===== config.mk =====
export PLATFORM = sky130hd
export DESIGN_NAME = dp_sat_counter
export DESIGN_NICKNAME = d
export VERILOG_FILES = /design/src/rtl/dp_sat_counter.sv
export SDC_FILE = /design/constraint.sdc
export NUM_CORES = 1
export LEC_CHECK = 0
export CAP_MARGIN = 20
export CORE_AREA = 2 2 39 41
export DETAILED_ROUTE_END_ITERATION = 6
export DIE_AREA = 0 0 41 43
export GPL_ROUTABILITY_DRIVEN = 0
export MAX_ROUTING_LAYER = met4
export PLACE_DENSITY = 0.65
export SYNTH_ARGS = -nofsm -noshare
export SYNTH_HDL_FRONTEND = slang
export SYNTH_SLANG_ARGS = --single-unit

===== constraint.sdc =====
create_clock -name clk -period 1.5 [get_ports clk]
set_input_delay 0.225 -clock clk [delete_from_list [all_inputs] [get_ports clk]]
set_output_delay 0.225 -clock clk [all_outputs]
set_load 0.05 [all_outputs]

===== src/rtl/dp_sat_counter.sv =====
// Up-counter that sticks at all-ones instead of wrapping.
module dp_sat_counter #(
    parameter int width = 8
) (
    input  logic             clk,
    input  logic             rst,
    input  logic             inc,
    output logic [width-1:0] count
);

    always_ff @(posedge clk) begin
        if (rst) begin
            count <= '0;
        end else if (inc && (count != {width{1'b1}})) begin
            count <= count + 1'b1;
        end
    end

endmodule


==> summary.md <==
| Metric | Value |
|---|---|
| Syn avg cell area | 9.36 um^2 |
| Global route overflow | 0 |
| CP endpoint | count[0] |
| Crit start category | flop |
| R2R depth | 4 |
| Worst Path Required | 1.66 ns |
| Asr flop ratio synth | 0% |
| Mapped Nets | 50 |
| Min Hold Slack | 0.462 ns |
| Vias in the first global route | 374 |
| Initial antenna violation count | 0 |
| Final setup viols | 0 |
| Largest registers | count: 8 flops |
| Cell taking the most area after synthesis | dfxtp_1 |
| Antenna Violating Nets Remaining | 0 |
| CTS resizes | 0 |
| DR vias | 421 |
| TritonRoute pass-1 iters | 4 |
| Clock skew | 0.0100 ns |
| P_leak | 0.000259 uW |
| Min Clock Period, post-route | 1.41 ns |
| Post-CTS Setup Bufs | 0 |
| Reg-to-reg endpoint | count[0] |
| Gr usage total | 15.2% |
| PD cells | 739 mW/mm^2 |
| Main synth FF type | dfxtp_1 |
| Max clock buf depth | 2 |
| Max Clock Freq | 709 MHz |
| H-tree depth | 1 |
| RSZ-0062 raised after global routing | no |
| Clk pin slew, worst setup/hold paths | 0.06 ns |
| # Max-Cap Violations | 0 |
| Core ar. | 0.00138 mm^2 |
| Area contributors post-synth | dfxtp_1, a21oi_1, a21boi_4, nand2_1, and4_1 |
| Clock Sinks | 8 |
| Hold WC Path Type | flop to flop |
| Final Cycle Share | 94.1% |
| Number of remaining DRC errors | 0 |
| Seq/Total Area, Yosys | 37.2% |
| CTS tree | yes |
| Peak supply drop | 0.000537 V |
| Flop-to-flop setup slack | 0.09 ns |
| Slew Limit Fails | 0 |
| Die height | 43 um |
| Gate Count Post-Synth | 46 |
| Area grow syn2layout | 50.9% |
| First-pass GRT wire length | 1.73 mm |
| Critical path startpoint | count[1] |
| Hold buffer count at cts | 0 |
| Post-DP HPWL | 802 um |
| Root buf cell | clkbuf_4 |
| Initial Utilization | 31.1% |
| Later-pin clock latency in the skew report | 0.27 ns |
| Top-area cell type share of the netlist area | 37.2% |
| Num CTS Buffers | 3 |
| Syn Std Cell Area | 430 um^2 |
| Outcome | completed |
| Ant. Diodes | 0 |
| Measured slew at the worst slew-check pin | 0.306 ns |
| Hold Fails Final Rpt | 0 |
| CP Class | flop to flop |
| CP endpoint kind | flop |
| Nets | 69 |
| Critical Path AT | 1.57 ns |
| Design area | 649 um^2 |
| Reg with most FFs | count |
| Critical Path Fanout Max | 5 |
| Detailed Route WL | 1.04 mm |
| Synth cell types | 25 |
| Area of placed instances | 627 um^2 |
| I/O Buffers | 10 |
| WL/cell | 13.2 um |
| Die area | 0.00176 mm^2 |
| Synth warn | 0 |
| Number of flops mapped to enable cells by yosys | 0 |
| Flops & latches, synth | 8 |
| Die W | 41 um |
| Vias per inst | 5.33 |
| R2r startpoint | count[1] |
| Worst slew margin | 79.6% |
| Largest net degree at the start of global routing | 9 |
| Boundary Pins | 11 |
| Layout cells sized above 1 | 42.9% |
| Cell row count | 14 |
| Number of flip-flops in the largest register | 8 |
| Initial detailed-routing violation count | 2 |
worst min path at each step:
stage,from,end,slack [ns],depth (start not counted)
after floorplan,rst,count[5],0.29,1
after CTS,count[5],count[5],0.46,1
after detailed placement,count[5],count[5],0.45,1
after global placement,count[5],count[5],0.45,1
after global routing,count[5],count[5],0.50,1
final,count[5],count[5],0.46,1
kinds of logic (layout without fill, tap and decap cells):
group	Yosys count	count (layout)	share of synthesized area, %
flops	8	8	37.2
buf+inv	2	19	3.49
compound gates	15	15	25.9
simple gates	18	18	24.7
fa+ha+maj	1	1	2.91
mux	2	2	5.81
worst max-delay path, cell delays in order (launching register included):
cell	delay, ns
dfxtp_2	0.34
ha_1	0.24
and3_4	0.22
a21boi_4	0.19
mux2_4	0.31
area by class of cell:
type | count | area [um^2]
Timing Repair Buffer | 15 | 180
Sequential cell | 8 | 168
Multi-Input combinational cell | 36 | 255
Inverter | 1 | 3.75
Clock buffer | 3 | 22.5
Tap cell | 16 | 20.0
Fill cell | 127 | 734
per-stage QoR:
stage / std cells / utilization, % / total power (uW) / worst slack (ns) / TNS, ns
2_1_floorplan: 46 / - / 267 / 0.0170 / 0
3_3_place_gp: 76 / 45.3 / 306 / 0.0131 / 0
3_5_place_dp: 76 / 45.3 / 307 / -0.0148 / -0.0148
4_1_cts: 79 / 46.9 / 487 / 0.0880 / 0
5_1_grt: 79 / 46.9 / 501 / 0.0423 / 0
6_report: 79 / 46.9 / 480 / 0.0890 / 0
where the power goes:
part / internal (uW) / switching (uW) / total [uW]
Clock: 92.4 / 86.1 / 178
Sequential: 219 / 5.34 / 224
Combinational: 37.3 / 40.1 / 77.5
Total: 349 / 132 / 480
synth_stat cells (2+ instances only):
library cell,n
a211oi_1,2
a21oi_1,5
and4_1,2
dfxtp_1,8
nand2_1,5
nand3_1,2
nand4_1,2
nor3_1,2
o21bai_1,2
layout by cell type, fill, tap and decap left out, types with 2 or more instances in the layout:
| cell type | synthesis | layout |
|---|---|---|
| a211oi_1 | 2 | 2 |
| a21oi_1 | 5 | 5 |
| and4_1 | 2 | 2 |
| buf_12 | 0 | 5 |
| buf_4 | 0 | 8 |
| clkbuf_4 | 0 | 3 |
| clkdlybuf4s50_1 | 0 | 2 |
| dfxtp_1 | 8 | 2 |
| dfxtp_2 | 0 | 6 |
| nand2_1 | 5 | 5 |
| nand3_1 | 2 | 2 |
| nand4_1 | 2 | 2 |
| nor3_1 | 2 | 2 |
| o21bai_1 | 2 | 2 |
per-layer routing:
| layer | vias to the layer above | global-route usage, % | part of all wire, % |
|---|---|---|---|
| li1 | 213 | - | - |
| met4 | 0 | 8.00 | 2.2 |
| met1 | 192 | 22.0 | 49 |
| met2 | 14 | 19.1 | 44 |
| met3 | 2 | 3.14 | 4.3 |
| met5 | - | - | 0 |
No activity file was read; power rests on OpenSTA's default activity.
